--- src/rtl/adc_max10_trigger_timer.sv ---
// adc_max10_trigger_timer: prescaled periodic/one-shot trigger for the MAX10 ADC controller
module adc_max10_trigger_timer #(
  parameter int ADDR_WIDTH = 3,
  parameter int CNT_WIDTH  = 16,
  parameter int OVR_WIDTH  = 8
) (
  input  logic                  CLK,
  input  logic                  RESET,
  input  logic [ADDR_WIDTH-1:0] read_addr,
  output logic [31:0]           read_data,
  input  logic [ADDR_WIDTH-1:0] write_addr,
  input  logic [31:0]           write_data,
  input  logic                  write_enable,
  input  logic                  ADC_Busy,
  output logic                  ADC_Trigger,
  output logic                  TMR_Interrupt
);
  logic en, os, ie, iflag, trig;
  logic [CNT_WIDTH-1:0] psc, per, cnt, pcnt;
  logic [OVR_WIDTH-1:0] ovr;
  logic cs_wr, ovr_clr, start, tick, fire, inc;
  logic unused_bits;
  assign cs_wr   = write_enable && write_addr == ADDR_WIDTH'(0);
  assign ovr_clr = write_enable && write_addr == ADDR_WIDTH'(4);
  assign start   = cs_wr && write_data[0] && !en;
  assign tick    = en && pcnt == psc;
  // >= so a period lowered below the running count fires at once rather than wrapping
  assign fire    = tick && cnt >= per;
  assign inc     = fire && ADC_Busy;
  assign unused_bits = ^write_data[31:CNT_WIDTH];
  always_ff @(posedge CLK) begin
    if (RESET) begin
      en    <= 1'b0;
      os    <= 1'b0;
      ie    <= 1'b0;
      iflag <= 1'b0;
      trig  <= 1'b0;
      psc   <= '0;
      per   <= '0;
      cnt   <= '0;
      pcnt  <= '0;
      ovr   <= '0;
    end else begin
      if (cs_wr) begin
        en <= write_data[0];
        os <= write_data[1];
        ie <= write_data[2];
      end else if (fire && os) begin
        en <= 1'b0;
      end
      iflag <= (fire && ie) || (iflag && !(cs_wr && write_data[3]));
      if (write_enable && write_addr == ADDR_WIDTH'(1)) psc <= write_data[CNT_WIDTH-1:0];
      if (write_enable && write_addr == ADDR_WIDTH'(2)) per <= write_data[CNT_WIDTH-1:0];
      pcnt <= (start || tick) ? '0 : en ? pcnt + CNT_WIDTH'(1) : pcnt;
      cnt  <= (start || fire) ? '0 : tick ? cnt + CNT_WIDTH'(1) : cnt;
      ovr  <= ovr_clr ? OVR_WIDTH'(inc) : (inc && !(&ovr)) ? ovr + OVR_WIDTH'(1) : ovr;
      trig <= fire;
    end
  end
  always_comb begin
    read_data = read_addr == ADDR_WIDTH'(0) ? {28'b0, iflag, ie, os, en} :
                read_addr == ADDR_WIDTH'(1) ? 32'(psc) :
                read_addr == ADDR_WIDTH'(2) ? 32'(per) :
                read_addr == ADDR_WIDTH'(3) ? 32'(cnt) :
                read_addr == ADDR_WIDTH'(4) ? 32'(ovr) : 32'b0;
  end
  assign ADC_Trigger   = trig;
  assign TMR_Interrupt = iflag;
endmodule
--- config.mk ---
export PLATFORM = sky130hd
export DESIGN_NAME = adc_max10_trigger_timer
export DESIGN_NICKNAME = d
export VERILOG_FILES = /design/src/rtl/adc_max10_trigger_timer.sv
export SDC_FILE = /design/constraint.sdc
export NUM_CORES = 1
export LEC_CHECK = 0
export BUFFER_PORTS_ARGS = -buffer_cell sky130_fd_sc_hd__buf_2
export CAP_MARGIN = 20
export CORE_MARGIN = 10
export CORE_UTILIZATION = 50
export CTS_CLUSTER_DIAMETER = 200
export DETAILED_ROUTE_END_ITERATION = 12
export PLACE_DENSITY = 0.73
export RECOVER_POWER = 25
export SYNTH_ARGS = -nofsm -noshare
export SYNTH_HDL_FRONTEND = slang
export SYNTH_SLANG_ARGS = --single-unit
--- constraint.sdc ---
create_clock -name CLK -period 2.52 [get_ports CLK]
set_clock_uncertainty 0.1 [all_clocks]
set_input_delay 0.126 -clock CLK [delete_from_list [all_inputs] [get_ports CLK]]
set_output_delay 0.126 -clock CLK [all_outputs]
set_load 0.05 [all_outputs]
== After elaboration in Yosys (flattened, before gate mapping) ==
Index checks and enable logic that the tools add are counted.

* Div/mod/pow operators: 0
* Magnitude comparators: 1
* Reduce and logical (&&, ||, !) cells: 28
* Equality and inequality tests: 8
* Multiplexer cells: 9
* $add $sub $neg: 3
* Bitwise logic cells: 0
* Shift-type cells: 0
* Multipliers: 0

{| class="wikitable"
|+ Operators with widths
! operator !! number
|-
| 16-bit 2-to-1 mux || 4
|-
| 16-bit by 1-bit adder with 16-bit output (second input constant) || 2
|-
| 16-bit == test || 1
|-
| 16-bit greater-or-equal comparator || 1
|-
| 1-bit logical AND || 14
|-
| 3-bit by 2-bit == test with 1-bit output (second input constant) || 3
|-
| 8-bit by 1-bit adder with 8-bit output (second input constant) || 1
|-
| 8-bit 2-to-1 mux || 1
|-
| 8-bit AND reduction || 1
|-
| 3-bit by 1-bit == test with 1-bit output (second input constant) || 2
|-
| 3-bit == test (second input constant) || 2
|-
| 3-bit logical NOT || 2
|-
| 2-bit OR reduction || 3
|-
| 1-bit 2-to-1 mux || 4
|-
| 2-bit nonzero test || 2
|-
| 1-bit logical NOT || 3
|-
| 1-bit logical OR || 3
|}

* Bits in writable memories: 0
* Bits in latches: 0
* Output and inout bits: 34
* Memories kept: 0
* Input port bits: 42
* Memory bits (read-only): 0
* Register bits: 77
* Word-level logic and storage cells: 60

== Longest topological paths before layout ==
* Depth in word-level cells: 7
* Depth in mapped cells: 10
* Depth with buffers taken out: 8

== Least setup slack after synthesis ==
OpenSTA, ideal clock, no wires.

* Path kind: reg2reg
* Start point: register cnt[0]
* End point: register cnt[11]
* Required time: 2.349 ns
* Path slack: 0.039 ns
* Data arrival time: 2.310 ns
* Cell stages (with the launch flop): 11
* Setup time: 0.071 ns
* Clock period less this slack: 2.481 ns
* Path buffers: 2
* Cells stage by stage: dfxtp_1 > inv_1 > ha_1 > nand2b_1 > a2111oi_0 > o31ai_1 > or3_1 > clkbuf_1 > a21bo_1 > clkbuf_1 > a21oi_1

* Longest elaborated chain between the ends: 4
* Elaborated cells between the ends (all ways): 5
* Those cells by class: add/sub (1); order compare (1); reduce/logical (3)

{| class="wikitable"
|+ RTL lines
! item !! line !! source
|-
| from (decl) || 19 || <nowiki>logic [CNT_WIDTH-1:0] psc, per, cnt, pcnt;</nowiki>
|-
| from (signal assigned) || 55 || <nowiki>cnt <= (start || fire) ? '0 : tick ? cnt + CNT_WIDTH'(1) : cnt;</nowiki>
|-
| 16-bit greater-or-equal comparator || 28 || <nowiki>assign fire = tick && cnt >= per;</nowiki>
|-
| 1-bit logical AND || 28 ||
|-
| 1-bit logical OR || 55 ||
|-
| 2-bit OR reduction (no line) || - ||
|}

Parallel ways exist; a longest one is shown, timed or not.
A chain may end at the register's enable or synchronous reset.

== Worst setup path after layout ==
* Start point: register cnt[0]
* End point: register ovr[0]

* Longest elaborated chain between the ends: 5
* Elaborated cells between the ends (all ways): 6
* Those cells by class: order compare (1); mux (1); reduce/logical (4)

{| class="wikitable"
|+ RTL lines
! item !! line !! source
|-
| 16-bit greater-or-equal comparator (*) || 28 ||
|-
| 1-bit logical AND (*) || 28 ||
|-
| 1-bit logical AND (*) || 29 || <nowiki>assign inc = fire && ADC_Busy;</nowiki>
|-
| 1-bit logical AND || 56 || <nowiki>ovr <= ovr_clr ? OVR_WIDTH'(inc) : (inc && !(&ovr)) ? ovr + OVR_WIDTH'(1) : ovr;</nowiki>
|-
| 2-bit nonzero test (no line) || - ||
|-
| to (signal assigned) || 56 ||
|-
| to (decl) || 20 || <nowiki>logic [OVR_WIDTH-1:0] ovr;</nowiki>
|}

Every way passes the cells marked *; elsewhere a longest branch is shown, timed or not.

==> qor.csv <==
metric,value,unit
worst min-delay path class,in2reg,
mapped cell area,4410,µm²
area delta synth->final,17.4,%
first-pass GRT wire length,19.3,mm
Worst Tran Pin Value,793,ps
final setup fails,0,
Yosys cell types,53,
total power,0.00254,W
sequential fraction of the synthesis area,34.9,%
Gate Count Post-Synth,569,
final std cells w/o fill,750,
post-synth top area share,34.9,%
Die Footprint,13000,µm²
number of remaining DRC errors,0,
Synth async-reset ratio,0,%
largest area contributor in the netlist,dfxtp_1,
crit-path cells,"inv_1, ha_1, nand2b_1, a2111oi_2, o31ai_2, or3_1, buf_4, a41o_1, a21oi_1",
Initial DRC Count,244,
Syn. warnings,0,
clock slew at reported path FFs,80,ps
Worst VDD drop,0.446,mV
Die W,114,µm
Core Box Area,8680,µm²
Final Wtd Congestion,0.849,
cell row count,34,
NetSw,0.000706,W
largest net degree at the start of global routing,43,
wire per inst,15.6,µm
slowest cell on the critical path,a2111oi_2,
clock root buffer,clkbuf_8,
Clk pwr share,39.3,%
crit start category,flip-flop,
Post-synth EDFFs,0,
Logic pwr share,11.9,%
IO Pins,76,
"Data required, critical path",2700,ps
Setup Crit Path Kind,reg2reg,
min Tclk post-route,2440,ps
Die Y,114,µm
critical path peak fanout,4,
CP endpoint kind,flip-flop,
Setup WS post-layout,79.6,ps
CTS tree,built,
post-place setup slack,-66.7,ps
Sw Share,27.8,%
status,"finished, final reports clean",
"most common cell after layout, fill and taps aside",nand2_1,
H-tree levels,3,
post-CTS setup buffer count,0,
Post-DRT Antenna Nets,0,
TritonCTS Buffers,9,
global router's overall resource usage,17.9,%
final hold vios,0,
initial antenna violation count,0,
Worst slew margin,47.1,%
vias,4159,
Synth area leaders,"dfxtp_1 (35%), nand2_1 (8.4%), a21oi_1 (6.7%)",
cell family with the largest share of critical-path delay,compound AO/OA/AOI/OAI gates,
via/cell ratio,5.55,
Initial Util,50.9,%
leakage power,2.11,nW
power share of the sequential group,48.8,%
critical path arrival,2620,ps
IO Port Bufs,43,
vias in the first global route,4187,
Hold Slack,3.60,ps
"Top FF cell, synth",dfxtp_1,
cell-internal power,0.00184,W
max_cap viols,0,
Clock Latency Late Sink,360,ps
crit share post-route,96.8,%
Max clock buf depth,2,
#FFs+latches synth,77,
n_diodes,0,
CP Buf/Inv Count,2,
Final HPWL DP,8.78,mm
Fmax achieved,0.410,GHz
final slew viol count,0,
power per standard cell area,491,nW/µm²
layout cells sized above 1,16.7,%
Syn Area/Cell,7.76,µm²
CP max stage delay,430,ps
most frequent cells in the layout,"nand2_1 (99), dfxtp_1 (76), a21oi_1 (59)",
number of clock sinks,77,
placed cells,718,
Congestion Overflow GR,0,
number of nets in the layout,698,
drt total wl,11.7,mm
first-pass iteration count of the detailed router,5,
==> cell usage after synthesis (12+ instances only) <==
cell type / instances
ha_1: 19
a21oi_1: 59
dfxtp_1: 77
o21ai_0: 27
or3_1: 16
buf_4: 16
xor2_1: 23
and3_1: 12
inv_1: 25
nand2_1: 99
nor2_1: 46
clkbuf_1: 20
a22oi_1: 12
==> worst min-delay path, delay by kind of cell <==
family	cells	cell delay, ps
AO/OA/AOI/OAI	2	160
buffers and inverters	1	130
==> logic make-up (layout without fill, tap and decap cells) <==
group                      after synthesis  after routing  share of synthesized area, %
DFF                                     77             77                          34.9
and+or+nand+nor                        230            230                          24.8
other                                    1             16                        0.0850
AOI/OAI and AO/OA                      123            123                          16.5
xor gates and xnor gates                34             34                          6.75
adders and majority gates               19             19                          5.39
muxes                                   19             19                          4.54
buffers and inverters                   66            124                          7.03
==> power by group through the flow <==
stage	combinational (W)	sequential (W)	clock, W
after floorplan	0.000213	0.00127	0
after global placement	0.000268	0.00127	0
after detailed placement	0.000273	0.00127	0
after CTS	0.000293	0.00124	0.00101
after global routing	0.000327	0.00124	0.00107
final	0.000303	0.00124	0.00100
==> per-layer routing <==
layer,GRT usage [%],vias up,share of wire (%)
met1,21.3,1963,43
li1,-,2064,-
met4,6.27,0,1.5
met2,30.8,114,49
met5,0,-,0
met3,4.30,18,5.9
==> stage by stage <==
step | setup TNS, ps | util, % | instance area (µm²)
after floorplan | 0 | - | 4470
after global placement | 0 | 55.2 | 4790
after detailed placement | -558 | 55.2 | 4790
after CTS | 0 | 59.5 | 5160
after global routing | -74.9 | 59.7 | 5180
final | 0 | 59.7 | 5180
==> path summary, 6_finish.rpt <==
path                  from  endpoint  slack [ps]  depth (start not counted)
setup reg to reg    cnt[0]    ovr[0]          80                          9
hold reg to reg     per[6]    per[6]         360                          2
setup / recovery    cnt[0]    ovr[0]          80                          9
hold / removal    ADC_Busy    ovr[0]           4                          3
==> state kept, by name, indices dropped and copies added (netlist names) <==
register	count
cnt	16
ADC_Trigger	1
ie	1
psc	16
en	1
os	1
ovr	8
pcnt	16
per	16
TMR_Interrupt	1
==> layout make-up <==
cell class / count / area, µm²
clock inverters: 5 / 58.8
inverters: 25 / 93.8
well taps: 108 / 135
clock buffers: 11 / 151
fillers: 777 / 3490
repair buffers: 83 / 549
flip-flops and latches: 77 / 1540
multi-input cells: 441 / 2650
==> what timing repair did <==
item	CTS	global route
endpoints found under the setup margin	17	26
pin swaps	0	1
resized for setup	2	10
endpoints found under the hold margin	36	0
hold buffers	16	0
No activity file was read; power rests on OpenSTA's default activity.
